===== config.mk =====
export PLATFORM = sky130hd
export DESIGN_NAME = sgmii_an_rx_parser
export DESIGN_NICKNAME = d
export VERILOG_FILES = /design/src/rtl/sgmii_an_rx_parser.sv
export SDC_FILE = /design/constraint.sdc
export NUM_CORES = 1
export LEC_CHECK = 0
export BUFFER_PORTS_ARGS = -buffer_cell sky130_fd_sc_hd__buf_2
export CAP_MARGIN = 5
export CORE_UTILIZATION = 50
export DETAILED_ROUTE_END_ITERATION = 7
export GPL_ROUTABILITY_DRIVEN = 0
export GPL_TIMING_DRIVEN = 0
export PLACE_DENSITY = 0.76
export SLEW_MARGIN = 20
export SYNTH_ARGS = -nofsm -noshare
export SYNTH_HDL_FRONTEND = slang
export SYNTH_SLANG_ARGS = --single-unit

===== constraint.sdc =====
create_clock -name clock -period 3.8 [get_ports clock]
set_clock_uncertainty 0.15 [all_clocks]
set_input_delay 0.38 -clock clock [delete_from_list [all_inputs] [get_ports clock]]
set_output_delay 0.38 -clock clock [all_outputs]
set_load 0.02 [all_outputs]

===== src/rtl/sgmii_an_rx_parser.sv =====
// SGMII auto-negotiation receive parser: detects /C1/,/C2/,/I1/,/I2/ ordered sets in the
// decoded code-group stream and produces the config word and match flags for the AN arbiter.
module sgmii_an_rx_parser #(
  parameter int MATCH_COUNT = 3,
  parameter int ACK_BIT     = 14
) (
  input  logic        clock,
  input  logic        reset_n,
  input  logic [7:0]  rx_data,
  input  logic        rx_is_k,
  input  logic        rx_valid,
  input  logic        rx_err,
  output logic [15:0] cfg_word,
  output logic        cfg_valid,
  output logic        ability_match,
  output logic        ack_match,
  output logic        idle_match,
  output logic        rx_config_active
);

  typedef enum logic [1:0] {HUNT, SEL, CFG_LO, CFG_HI} state_t;

  localparam logic [3:0]  MC       = 4'(MATCH_COUNT);
  localparam logic [15:0] ACK_MASK = ~(16'd1 << ACK_BIT);

  state_t      state, state_nxt;
  logic [7:0]  lo_byte;
  logic [15:0] prev_word;
  logic        prev_valid;
  logic [3:0]  abl_cnt, ack_cnt, idle_cnt;

  logic        is_comma, is_cfg_sel, is_idle_sel;
  logic        abort, lo_load, cfg_done, idle_done;
  logic [15:0] word;
  logic        same_word;
  logic [3:0]  abl_inc, ack_inc, idle_inc, abl_new, ack_new;
  logic        cfg_pulse;

  assign is_comma    = rx_is_k && (rx_data == 8'hBC);
  assign is_cfg_sel  = !rx_is_k && ((rx_data == 8'hB5) || (rx_data == 8'h42));
  assign is_idle_sel = !rx_is_k && ((rx_data == 8'hC5) || (rx_data == 8'h50));

  always_ff @(posedge clock or negedge reset_n) begin
    if (!reset_n) state <= HUNT;
    else          state <= state_nxt;
  end

  always_comb begin
    state_nxt = state;
    if (rx_valid) begin
      if (abort) begin
        state_nxt = HUNT;
      end else begin
        case (state)
          HUNT:    if (is_comma) state_nxt = SEL;
          SEL: begin
            if (is_comma)        state_nxt = SEL;
            else if (is_cfg_sel) state_nxt = CFG_LO;
            else                 state_nxt = HUNT;
          end
          CFG_LO:  state_nxt = CFG_HI;
          CFG_HI:  state_nxt = HUNT;
          default: state_nxt = HUNT;
        endcase
      end
    end
  end

  always_comb begin
    abort     = rx_valid && (rx_err || (rx_is_k && ((state == CFG_LO) || (state == CFG_HI))));
    lo_load   = rx_valid && !abort && (state == CFG_LO);
    cfg_done  = rx_valid && !abort && (state == CFG_HI);
    idle_done = rx_valid && !abort && (state == SEL) && is_idle_sel;
  end

  // Counter arithmetic for a completing set; the ACK bit is ignored when comparing words.
  always_comb begin
    word      = {rx_data, lo_byte};
    same_word = prev_valid && ((word & ACK_MASK) == (prev_word & ACK_MASK));
    abl_inc   = (abl_cnt  == MC) ? MC : abl_cnt  + 4'd1;
    ack_inc   = (ack_cnt  == MC) ? MC : ack_cnt  + 4'd1;
    idle_inc  = (idle_cnt == MC) ? MC : idle_cnt + 4'd1;
    abl_new   = same_word ? abl_inc : 4'd1;
    if (same_word && word[ACK_BIT]) ack_new = ack_inc;
    else                            ack_new = word[ACK_BIT] ? 4'd1 : 4'd0;
    cfg_pulse = (abl_new == MC) && !(same_word && (abl_cnt == MC));
  end

  always_ff @(posedge clock or negedge reset_n) begin
    if (!reset_n) begin
      lo_byte          <= '0;
      prev_word        <= '0;
      prev_valid       <= 1'b0;
      abl_cnt          <= '0;
      ack_cnt          <= '0;
      idle_cnt         <= '0;
      cfg_word         <= '0;
      cfg_valid        <= 1'b0;
      ability_match    <= 1'b0;
      ack_match        <= 1'b0;
      idle_match       <= 1'b0;
      rx_config_active <= 1'b0;
    end else begin
      cfg_valid <= 1'b0;
      if (abort) begin
        abl_cnt       <= '0;
        ack_cnt       <= '0;
        idle_cnt      <= '0;
        prev_valid    <= 1'b0;
        ability_match <= 1'b0;
        ack_match     <= 1'b0;
        idle_match    <= 1'b0;
      end else if (lo_load) begin
        lo_byte <= rx_data;
      end else if (cfg_done) begin
        idle_cnt         <= '0;
        idle_match       <= 1'b0;
        rx_config_active <= 1'b1;
        abl_cnt          <= abl_new;
        ack_cnt          <= ack_new;
        prev_word        <= word;
        prev_valid       <= 1'b1;
        ability_match    <= (abl_new == MC);
        ack_match        <= (abl_new == MC) && (ack_new == MC);
        cfg_valid        <= cfg_pulse;
        // While matched, an ACK-only change refreshes cfg_word without a new pulse.
        if (abl_new == MC) cfg_word <= word;
      end else if (idle_done) begin
        idle_cnt         <= idle_inc;
        idle_match       <= (idle_inc == MC);
        abl_cnt          <= '0;
        ack_cnt          <= '0;
        ability_match    <= 1'b0;
        ack_match        <= 1'b0;
        rx_config_active <= 1'b0;
      end
    end
  end

endmodule

Word-level counts from Yosys, hierarchy flattened
Index checks and enable logic that the tools add are counted.
{"block": "word_totals", "regBits": 60, "out_inout_bits": 21}
{"block": "op_classes", "n_eq_ne": 17, "mux": 40, "add_sub_neg": 3, "bitwise": 2, "reduce_logical": 33}
{"operator": "4-bit 2-to-1 mux", "n": 16}
{"operator": "4-bit by 2-bit == test with 1-bit output, second input constant", "n": 6}
{"operator": "8-bit == test, second input constant", "n": 3}
{"operator": "1-bit 2-to-1 mux", "n": 19}
{"operator": "8-bit by 7-bit == test with 1-bit output, second input constant", "n": 2}
{"operator": "15-bit == test", "n": 1}
{"operator": "1-bit logical AND", "n": 15}
{"operator": "4-bit by 1-bit adder with 4-bit output, second input constant", "n": 3}
{"operator": "2-bit 2-to-1 mux", "n": 4}
{"operator": "2-bit one-hot mux with 4 select lines", "n": 1}
{"operator": "2-bit AND reduction", "n": 4}
{"operator": "3-bit AND reduction", "n": 2}
{"operator": "2-bit == test, second input constant", "n": 2}
{"operator": "1-bit logical OR", "n": 4}
{"operator": "4-bit AND reduction", "n": 1}
{"operator": "2-bit nonzero test", "n": 2}
{"operator": "1-bit logical NOT", "n": 3}
{"operator": "3-bit != test, second input constant", "n": 1}
{"operator": "3-bit nonzero test", "n": 1}
{"operator": "2-bit by 1-bit == test with 1-bit output, second input constant", "n": 1}
{"operator": "2-bit logical NOT", "n": 1}
{"operator": "2-bit != test, second input constant", "n": 1}
{"operator": "1-bit inverter", "n": 2}

Depth between registers and ports, before layout
Gate-level depths: netlist of the first run.
{"block": "logic_depth", "depth_word": 13, "ltp_mapped": 8, "mapped_depth_nobuf": 6}

Least setup slack after synthesis of the first run
OpenSTA, ideal clock, no wires.
{"block": "synth_timing", "path_kind": "flip-flop to flip-flop", "start": "reg lo_byte[6]", "end": "reg cfg_word[1]", "setup_time_ns": 0.125, "required_time_ns": 3.525, "arrival_time_ns": 2.376, "synth_period_minus_slack_ns": 2.652, "path_stages_with_launch": 9, "setup_slack_ns": 1.148, "path_cell_list": "dfrtp_1 xnor2_1 nand4_1 or4_1 buf_2 or4_4 buf_6 buf_6 mux2_4"}
{"block": "synth_via", "elab_chain_len": 5}
{"item": "from (decl)", "line": "27", "text": "logic [7:0] lo_byte;"}
{"item": "from (signal assigned)", "line": "114", "text": "lo_byte <= rx_data;"}
{"item": "15-bit == test", "line": "79", "text": "same_word = prev_valid && ((word & ACK_MASK) == (prev_word & ACK_MASK));"}
{"item": "1-bit logical AND", "line": "79"}
{"item": "4-bit 2-to-1 mux", "line": "83", "text": "abl_new = same_word ? abl_inc : 4'd1;"}
{"item": "4-bit by 2-bit == test with 1-bit output", "line": "127", "text": "if (abl_new == MC) cfg_word <= word;"}
{"item": "4-bit AND reduction (no source line)"}
{"item": "to (signal assigned)", "line": "127"}
{"item": "to (decl)", "line": "13", "text": "output logic [15:0] cfg_word,"}
Every way passes these cells.
A chain may end at the register's enable or synchronous reset.

Final worst setup path of the first run
{"block": "layout_timing", "start": "reg lo_byte[0]", "end": "reg cfg_word[7]"}
Same word-level chain as after synthesis.

==> results of run 1 <==
==> sequential cells by signal, indices dropped and copies added (netlist names) <==
signal,flops
rx_config_active,1
prev_word,15
idle_match,1
idle_cnt,4
prev_valid,1
lo_byte,8
ability_match,1
abl_cnt,4
cfg_valid,1
state,2
cfg_word,16
ack_cnt,4
ack_match,1
==> worst max path at each step <==
stage | startpoint | end | cells past startpoint | slack [ns]
final | lo_byte[0] | cfg_word[7] | 8 | 0.94
after global routing | lo_byte[6] | cfg_word[4] | 8 | 0.81
after CTS | lo_byte[0] | cfg_word[7] | 8 | 0.91
after detailed placement | rx_data[1] | cfg_word[5] | 9 | 0.79
after global placement | rx_data[1] | cfg_word[4] | 9 | 0.82
after floorplan | lo_byte[6] | cfg_word[1] | 8 | 1.15
==> cell usage after synthesis, drive strengths merged, types with 3 or more instances <==
master / n / area share, %
nand3: 4 / 0.71
buf: 3 / 0.98
o21ai: 3 / 0.54
dfrtp: 59 / 53
nor4: 3 / 0.67
nor3: 5 / 0.89
a32oi: 3 / 0.94
a21o: 3 / 0.80
nand2b: 4 / 0.89
nand4: 5 / 1.1
nor2: 16 / 2.1
a211oi: 3 / 0.80
mux2: 39 / 17
nand2: 11 / 1.5
ha: 3 / 1.3
xnor2: 16 / 5.0
clkbuf: 4 / 0.54
inv: 7 / 0.94
a21oi: 7 / 1.2
==> report_power, final <==
| group | switching, mW | total (mW) | internal, mW |
|---|---|---|---|
| clock network | 0.241 | 0.488 | 0.246 |
| logic | 0.0369 | 0.0587 | 0.0218 |
| registers | 0.00713 | 0.642 | 0.635 |
==> worst max-delay path, cell delays in order, from the launching register on <==
cell and delay, ns:
dfrtp_1 0.42, xnor2_1 0.15, nand4_1 0.15, or4_1 0.54, buf_2 0.19, or4_4 0.52
buf_6 0.16, buf_6 0.16, mux2_4 0.29
==> cells by family after synthesis <==
| group | after synthesis | share of synthesized area [%] |
|---|---|---|
| AOI/OAI and AO/OA | 33 | 8.43 |
| and+or+nand+nor | 66 | 13.2 |
| muxes | 39 | 16.6 |
| adders and majority gates | 4 | 1.70 |
| DFF | 59 | 52.6 |
| buffers and inverters | 14 | 2.45 |
| xor gates and xnor gates | 16 | 5.00 |
==> per-stage QoR <==
step                util, %  hold WS, ns
floorplan                 -      -0.0656
global placement       58.0        0.319
detailed placement     58.1        0.322
CTS                    61.4        0.116
global route           61.4        0.142
finish                 61.4        0.129
==> repair_timing <==
| action | CTS | global route |
|---|---|---|
| hold buffers | 1 | 0 |
| endpoints found under the hold margin | 59 | 0 |
| setup buffers | 0 | 0 |
==> routing by layer <==
metal	vias to the layer above	wire [um]	track usage (%)
met2	48	2520	28.7
met3	9	195	4.52
met5	-	0	0
met1	939	2700	28.7
met4	0	91	11.3
li1	934	-	-
==> cell type report <==
| type | instances | area share (%) |
|---|---|---|
| Clock buffer | 10 | 4.25 |
| Multi-Input combinational cell | 158 | 38.9 |
| Tap cell | 70 | 2.70 |
| Timing Repair Buffer | 34 | 5.49 |
| Clock inverter | 5 | 0.927 |
| Inverter | 7 | 0.811 |
| Sequential cell | 59 | 45.6 |
| Buffer | 7 | 1.31 |
==> results.ini, run 1 <==
[place]
postPlaceCellArea_um2=3060
dp.final_hpwl_um=3620
pre_cts_ws_ns=0.793
port_buffers=33
dp.cells=334

[global_route]
grt_use_total_pct=20.3
grt_pass1_vias=1812
grt_pass1_wl_um=9050
overflow=0
antenna_found_initial=0
grt_max_degree=60

[cells_and_area]
drive_gt1_share_pct=34.3
layoutNonFillerInstCount=350
fin_area_um2=3240
layout_common_cells=dfrtp_1 (59), buf_2 (33), mux2_2 (32), xnor2_1 (16), nor2_1 (16)
area_delta_synth_final_pct=15.4
seq_area_um2=1480
multiInputGateArea_um2=1260
diodes=0
fin_nets=292
final_common_cell=dfrtp_1
fillers=431

[timing]
worstMarginPinSlew_ns=0.742
setup_viol=0
slew_headroom_pct=50.5
fin_crit_sh_pct=75.3
fin_ws_ns=0.938
maxSlewViolCount=0
period_minus_slack_ns=2.86
fmax_mhz=349
setup_tns_ns=0
hold_viol=0
grt_setup_unrepaired=false

[synth]
synthCells=231
synth_nets=247
async_flop_share_pct=100
synth_cell_type_count=47
ys_seq_area_share_pct=52.6
synth_warnings=0
synth_area_per_cell_um2=12.1
synth_seq_cells=59
yosys_most_used_dff=dfrtp_1
synth_edf_count=0
syn_area_um2=2810

[worst_setup_path]
timing.rr.start=lo_byte[0]
startpoint_type=flop
endpoint_kind=flop
r2r-end=cfg_word[7]
crit_type=reg -> reg
cp_max_fo=10
r2r_slack_ns=0.94
crit_required_ns=3.86
worstPathArrival_ns=2.93
r2r_cells=8

[clock_network]
clock_path_buffers=2
clockRootBuffer=clkbuf_8
cts_sinks=59
numCtsBuffers=9
clkTransAtPathRegs_ns=0.06
cts-htree-levels=3
cts_resized=0
worstSkewPairLatency_ns=0.33
tritoncts=built

[floorplan]
start_util_pct=53.2
dieArea_um2=5910
die_y_um=76.9
row_count=26
coreArea_um2=5270
num_io_pins=34
fp.dieW_um=76.9

[detailed_routing]
drtIter0Drc=137
drc=0
finalWirelength_um=5500
dr.pass1.iters=4
ant_nets=0
viasPerCell=5.51
avgRoutedWirePerCell_um=15.7
vias=1930

[power]
irDropWorstVdd_mv=0.225
pwr_density_cell_nw_per_um2=367
leakage_nw=1.57
power_mw=1.19

[hold_path]
min_from=rx_err
hold_path_class=in -> reg
whs_path_depth=2
hold_end=prev_valid

[run]
maxCapViolCount=0

[outcome]
status=complete, no violations

Note: power is estimated with default switching activity, not from simulation.
==> run 2, diff against run 1 <==
Settings changed: ABC_AREA set to 1.
Clock period 3.8 ns to 2.85 ns, I/O delays scaled along.
==> run 2 against run 1 <==
Net effect:
- global-route usage up 3.6 points
- synthesized cell count up 78%
- non-clock buffer count unchanged
- critical path depth up 1
- synthesized area up 12%
- clock power up 50%
- wire length up 28%
- register-to-register slack worse by 0.13 ns
- core utilization down 1.8 points
- count of clock-buffer cells in the layout up 1
- first-iteration DRC count down 6.6%
- die area up 11%
- largest power group unchanged
==> results.ini, run 2 <==
[outcome]
status=complete, no violations

[detailed_routing]
drtIter0Drc=128  ; -6.6%
avgRoutedWirePerCell_um=13.2  ; -16%
viasPerCell=5.20  ; -5.7%
drc=0  ; unchanged
vias=2765  ; +43%
dr.pass1.iters=4  ; unchanged
finalWirelength_um=7020  ; +28%
ant_nets=0  ; unchanged

[synth]
synthXorXnorAreaFrac_pct=0.840  ; -4.2 points
ys_seq_area_share_pct=47.2  ; -5.4 points
synthSimpleGateAreaFrac_pct=34.0  ; +21 points
synth_top_family_by_area=simple AND/OR/NAND/NOR gates
yosysMostFrequentCell=nand2_1
yosys_most_used_dff=dfrtp_1
synthAdderAreaFrac_pct=1.20  ; -0.49 points
synth_seq_cells=59  ; unchanged
synth_cell_type_count=31  ; -34%
synth_warnings=0  ; unchanged
yosysTopAreaCell=dfrtp_1
synthTopCellsByCount=nand2_1 (136), dfrtp_1 (59), inv_1 (47)
synthCells=411  ; +78%
synth_area_per_cell_um2=7.61  ; -37%
synth.area.top_cells=dfrtp_1 (47%), nand2_1 (16%), nand3_1 (6.1%)
yosys-mux-area-fraction_pct=0  ; -17 points
synth-compound-area-share_pct=8.68  ; +0.25 points
syn_area_um2=3130  ; +12%
async_flop_share_pct=100  ; unchanged
synth_edf_count=0  ; unchanged
yosysTopAreaCellShare_pct=47.2  ; -5.4 points
synth_nets=427  ; +73%

[clock_network]
cts.hold.buffers_added=1  ; unchanged
cts_resized=0  ; unchanged
postCtsSetupBuffers=0  ; unchanged
worstSkewPairLatency_ns=0.34  ; about the same
cts-htree-levels=3  ; unchanged
clockRootBuffer=clkbuf_8
tritoncts=built
numCtsBuffers=9  ; unchanged
clkTransAtPathRegs_ns=0.06  ; about the same
cts_sinks=59  ; unchanged
clock_path_buffers=2  ; unchanged

[global_route]
antenna_found_initial=0  ; unchanged
grt_pass1_wl_um=11700  ; +29%
grt_max_degree=60  ; unchanged
overflow=0  ; unchanged
grt_pass1_vias=2596  ; +43%
grt_use_total_pct=24.0  ; +3.6 points

[cells_and_area]
layout_common_cells=nand2_1 (136), dfrtp_1 (59), inv_1 (47), nand3_1 (38), o21ai_0 (34)
top_regs=cfg_word: 16 flops, prev_word: 15 flops, lo_byte: 8 flops
final_common_cell=nand2_1
diodes=0  ; unchanged
area_delta_synth_final_pct=14.2
largest_register_ffs=16  ; unchanged
drive_gt1_share_pct=16.6  ; -18 points
fin_area_um2=3570  ; +10%
largest-register=cfg_word
fin_nets=470  ; +61%

[floorplan]
start_util_pct=52.2  ; -1.0 points
num_io_pins=34  ; unchanged
coreArea_um2=5990  ; +14%
row_count=28  ; +7.7%
die_y_um=81.1  ; +5.5%
fp.dieW_um=81.1  ; +5.5%
dieArea_um2=6580  ; +11%

[power]
leakage_nw=1.92  ; +22%
pwr_density_cell_nw_per_um2=553  ; +51%
irDropWorstVdd_mv=0.313  ; +39%

[worst_setup_path]
cp-startpoint=abl_cnt[0]
critical_path.top_delay_family=simple AND/OR/NAND/NOR gates
crit_type=reg -> reg
timing.rr.start=abl_cnt[0]
endpoint_kind=flop
critPathBufInv=1  ; -2
r2r_cells=9  ; +1
r2r_slack_ns=0.81  ; -0.13 ns
worstPathArrival_ns=2.13  ; -0.80 ns
cpMostUsedCell=nand2_1
path_cells=ha_1, nand3_1, inv_1, or2_2, nand4_2, nor2_8, nand2_8, nand2_1, nand2_1
cp_num_cells=9  ; +1
cp_max_fo=10  ; unchanged
crit_slowest_cell=dfrtp_1
worst_path_largest_cell_delay_ns=0.49  ; -0.05 ns
startpoint_type=flop
critPathCapture=cfg_word[15]
r2r-end=cfg_word[15]
crit_required_ns=2.94  ; -0.92 ns

[place]
pre_cts_ws_ns=0.814  ; +0.0207 ns
postPlaceCellArea_um2=3380  ; +10%
port_buffers=31  ; -6.1%
dp.final_hpwl_um=4950  ; +37%

[timing]
fin_ws_ns=0.808  ; -0.131 ns
maxSlewViolCount=0  ; unchanged
whs_ns=0.0513  ; -0.0774 ns
setup_tns_ns=0  ; unchanged
worstMarginPinSlew_ns=0.748  ; +0.00538 ns
fmax_mhz=490  ; +40%
fin_crit_sh_pct=71.7  ; -3.6 points
period_minus_slack_ns=2.04  ; -0.819 ns
slew_headroom_pct=50.1  ; -0.36 points
setup_viol=0  ; unchanged
hold_viol=0  ; unchanged
grt_setup_unrepaired=false

[hold_path]
hold_path_class=in -> reg

[run]
maxCapViolCount=0  ; unchanged

==> run 2: cell count changes in the layout (fill, tap and decap cells not counted), sizes merged, moves of 3 or more <==
cell | previous run | this run
nand3 | 4 | 38
a21o | 3 | 0
nand2 | 11 | 140
a32oi | 3 | 0
xor2 | 0 | 3
mux2 | 39 | 0
xnor2 | 16 | 0
nand2b | 4 | 0
o21ai | 3 | 38
nor2 | 16 | 42
a211oi | 3 | 0
inv | 7 | 53
a21oi | 7 | 3
==> run 2: per-layer routing <==
layer  vias up  part of all wire, %  global-route usage [%]
li1       1391                    -                       -
met1      1310                   48                    31.0
met2        48                   46                    37.6
met3        16                  4.0                    4.38
met4         0                  1.9                    13.8
met5         -                    0                       0
==> run 2: where the power goes <==
part	switching, mW	internal, mW	leakage [nW]
combinational	0.184	0.0974	1.09
clock	0.318	0.415	0.0950
sequential	0.0560	0.903	0.735
==> run 2: area by class of cell <==
| type | count | area [um^2] |
|---|---|---|
| Timing Repair Buffer | 32 | 168 |
| Fill cell | 545 | 2420 |
| Inverter | 53 | 199 |
| Buffer | 9 | 52.6 |
| Tap cell | 75 | 93.8 |
| Sequential cell | 59 | 1480 |
| Clock buffer | 11 | 141 |
| Multi-Input combinational cell | 290 | 1400 |
| Clock inverter | 3 | 40.0 |
==> run 2: worst min-delay path by stage <==
stage | start | end | slack (ns) | cells past startpoint
finish | rx_valid | state[1] | 0.05 | 2
global route | rx_valid | state[1] | 0.05 | 2
CTS | rx_valid | state[1] | 0.03 | 2
detailed placement | reset_n | prev_word[5] | 0.25 | 1
global placement | cfg_word[2] | cfg_word[2] | 0.30 | 2
floorplan | reset_n | ability_match | -0.16 | 0
==> run 2: logic make-up after synthesis <==
group	count (synthesis)
simple gates	237
buf+inv	62
flops	59
compound gates	47
xor+xnor	3
fa+ha+maj	3
==> run 2: worst reg2reg max path, stage by stage (launching register included) <==
cell     delay (ns)
dfrtp_1        0.49
ha_1           0.21
nand3_1        0.10
inv_1          0.17
or2_2          0.16
nand4_2        0.18
nor2_8         0.23
nand2_8        0.11
nand2_1        0.08
nand2_1        0.04
==> run 2: stage by stage <==
step	cells	util, %	power (mW)
after CTS	532	59.6	1.99
after floorplan	411	-	1.16
after global placement	517	56.4	1.24
final	532	59.6	1.97
after detailed placement	517	56.4	1.25
after global routing	532	59.6	2.07
==> run 3, diff against run 2 <==
Clock period 2.85 ns to 2 ns, I/O delays scaled along.
==> run 3 against run 2 <==
Net effect:
- via count increased by 1.8%
- sequential power increased by 43%
- register-to-register slack worse by 0.71 ns
- count of clock-buffer cells in the layout unchanged
- critical path depth did not move
- non-clock buffer count rose by 10
- wire length up 4.1%
- power is 43% higher
- combinational power up 47%
==> results.ini, run 3 (synthesis gave the netlist of run 2 again) <==
[outcome]
status=complete, no violations

[cells_and_area]
largest-register=cfg_word
layout_common_cells=nand2_1 (136), dfrtp_1 (57), inv_1 (46), nand3_1 (37), o21ai_0 (34)
largest_register_ffs=16  ; unchanged
area_delta_synth_final_pct=18.2
layoutNonFillerInstCount=543  ; +2.1%
fin_area_um2=3700  ; +3.5%
fin_nets=481  ; +2.3%
top_regs=cfg_word: 16 flops, prev_word: 15 flops, lo_byte: 8 flops
diodes=0  ; unchanged
final_common_cell=nand2_1
drive_gt1_share_pct=19.2  ; +2.6 points

[power]
pwr_density_cell_nw_per_um2=766  ; +39%
p_seq_share_pct=48.3  ; -0.3 points
pwr-share-clk_pct=37.2  ; about the same
power_mw=2.83  ; +43%
p_sw_uw=811  ; +45%
irDropWorstVdd_mv=0.448  ; +43%
internal_power_mw=2.02  ; +43%
switching_share_pct=28.6  ; +0.34 points
power_frac_comb_pct=14.5  ; +0.2 points
leakage_nw=1.98  ; +2.9%

[worst_setup_path]
cpMostUsedCell=nand3_1
worst_path_largest_cell_delay_ns=0.43  ; -0.06 ns
endpoint_kind=flop
critical_path.top_delay_family=simple AND/OR/NAND/NOR gates
r2r_slack_ns=0.1  ; -0.71 ns
crit_slowest_cell=dfrtp_2
crit_required_ns=2.08  ; -0.86 ns
critPathBufInv=2  ; +1
worstPathArrival_ns=1.98  ; -0.15 ns
startpoint_type=flop
path_cells=ha_1, nand3_1, inv_2, or2_2, nand4_1, nor2_4, buf_4, nand3_1, nand2_1
cp_max_fo=5  ; -5
crit_type=reg -> reg

[timing]
slew_headroom_pct=49.2  ; -0.99 points
fin_crit_sh_pct=95.0  ; +23 points
setup_viol=0  ; unchanged
fmax_mhz=526  ; +7.5%
setup_tns_ns=0  ; unchanged
period_minus_slack_ns=1.90  ; -0.142 ns
hold_viol=0  ; unchanged
whs_ns=0.00745  ; -0.0439 ns
maxSlewViolCount=0  ; unchanged
worstMarginPinSlew_ns=0.763  ; +0.0149 ns

[clock_network]
worstSkewPairLatency_ns=0.34  ; about the same
cts_sinks=59  ; unchanged
tritoncts=built
clockRootBuffer=clkbuf_8
clkTransAtPathRegs_ns=0.06  ; about the same
clock_path_buffers=2  ; unchanged
numCtsBuffers=9  ; unchanged
cts-htree-levels=3  ; unchanged

[floorplan]
dieArea_um2=6580  ; unchanged
die_y_um=81.1  ; unchanged
fp.dieW_um=81.1  ; unchanged
start_util_pct=52.2  ; unchanged
coreArea_um2=5990  ; unchanged
num_io_pins=34  ; unchanged
row_count=28  ; unchanged

[global_route]
grt_pass1_vias=2592  ; -0.15%
grt_use_total_pct=24.1  ; +0.14 points
antenna_found_initial=0  ; unchanged
grt_pass1_wl_um=11700  ; +0.47%
overflow=0  ; unchanged
grt_max_degree=60  ; unchanged

[detailed_routing]
vias=2814  ; +1.8%
finalWirelength_um=7310  ; +4.1%
avgRoutedWirePerCell_um=13.5  ; +2.0%
dr.pass1.iters=4  ; unchanged
viasPerCell=5.18  ; -0.29%
ant_nets=0  ; unchanged
drtIter0Drc=156  ; +22%
drc=0  ; unchanged

[place]
dp.final_hpwl_um=4950  ; unchanged
dp.cells=517  ; unchanged
port_buffers=31  ; unchanged
postPlaceCellArea_um2=3380  ; unchanged

[hold_path]
hold_path_class=in -> reg

[run]
maxCapViolCount=0  ; unchanged

## run 3: cell count changes in the layout (fill, tap and decap cells not counted), moves of 2 or more
cell and change:
nor2_4 +3, clkbuf_1 -2, clkbuf_2 +2, nor2_2 -2
buf_4 +6, dlygate4sd3_1 +3, dfrtp_2 +2, dfrtp_1 -2
## run 3: layout make-up
| class | count | area [um^2] |
|---|---|---|
| plain buffers | 9 | 58.8 |
| repair buffers | 42 | 250 |
| multi-input cells | 291 | 1440 |
| fillers | 531 | 2290 |
| clock inverters | 3 | 40.0 |
| inverters | 53 | 199 |
| well taps | 75 | 93.8 |
| clock buffers | 11 | 141 |
| flip-flops and latches | 59 | 1480 |
## run 3: layer usage
metal,global-route usage [%],vias up,wire (um)
met3,4.38,16,430
li1,-,1416,-
met2,36.7,72,3420
met1,32.1,1310,3340
met5,0,-,0
met4,13.9,0,121
## run 3: per-stage QoR
stage                     util [%]  setup WS [ns]
after floorplan                  -          0.162
after CTS                     60.1         0.0205
final                         61.7         0.0997
after detailed placement      56.4        -0.0364
after global placement        56.4       -0.00813
after global routing          61.7        -0.0306
## run 3: worst reg2reg max path, cell delays in order (launching register included)
cell	delay (ns)
dfrtp_2	0.43
ha_1	0.21
nand3_1	0.12
inv_2	0.08
or2_2	0.32
nand4_1	0.15
nor2_4	0.07
buf_4	0.13
nand3_1	0.06
nand2_1	0.06
## run 3: final timing paths
check	start	endpoint	cells past startpoint
max in group asynchronous	reset_n	state[1]	2
setup / recovery	abl_cnt[0]	cfg_word[6]	9
hold reg to reg	cfg_word[3]	cfg_word[3]	2
min in group asynchronous	reset_n	lo_byte[5]	2
setup reg to reg	abl_cnt[0]	cfg_word[6]	9
hold / removal	rx_data[1]	lo_byte[1]	3
## run 3: repair_timing
action | 4_1_cts | 5_1_grt
gates resized for setup | 1 | 11
setup buffers | 0 | 7
setup endpoints to repair | 16 | 42
hold buffers | 4 | 0
cloned | 0 | 1
pin swaps | 0 | 3
hold endpoints to repair | 63 | 0
## run 3: power by group through the flow
stage          logic [mW]  clock network [mW]  registers (mW)
2_1_floorplan       0.270                   0            1.38
3_3_place_gp        0.384                   0            1.38
3_5_place_dp        0.397                   0            1.39
4_1_cts             0.406                1.07            1.36
5_1_grt             0.471                1.12            1.38
6_report            0.412                1.05            1.37
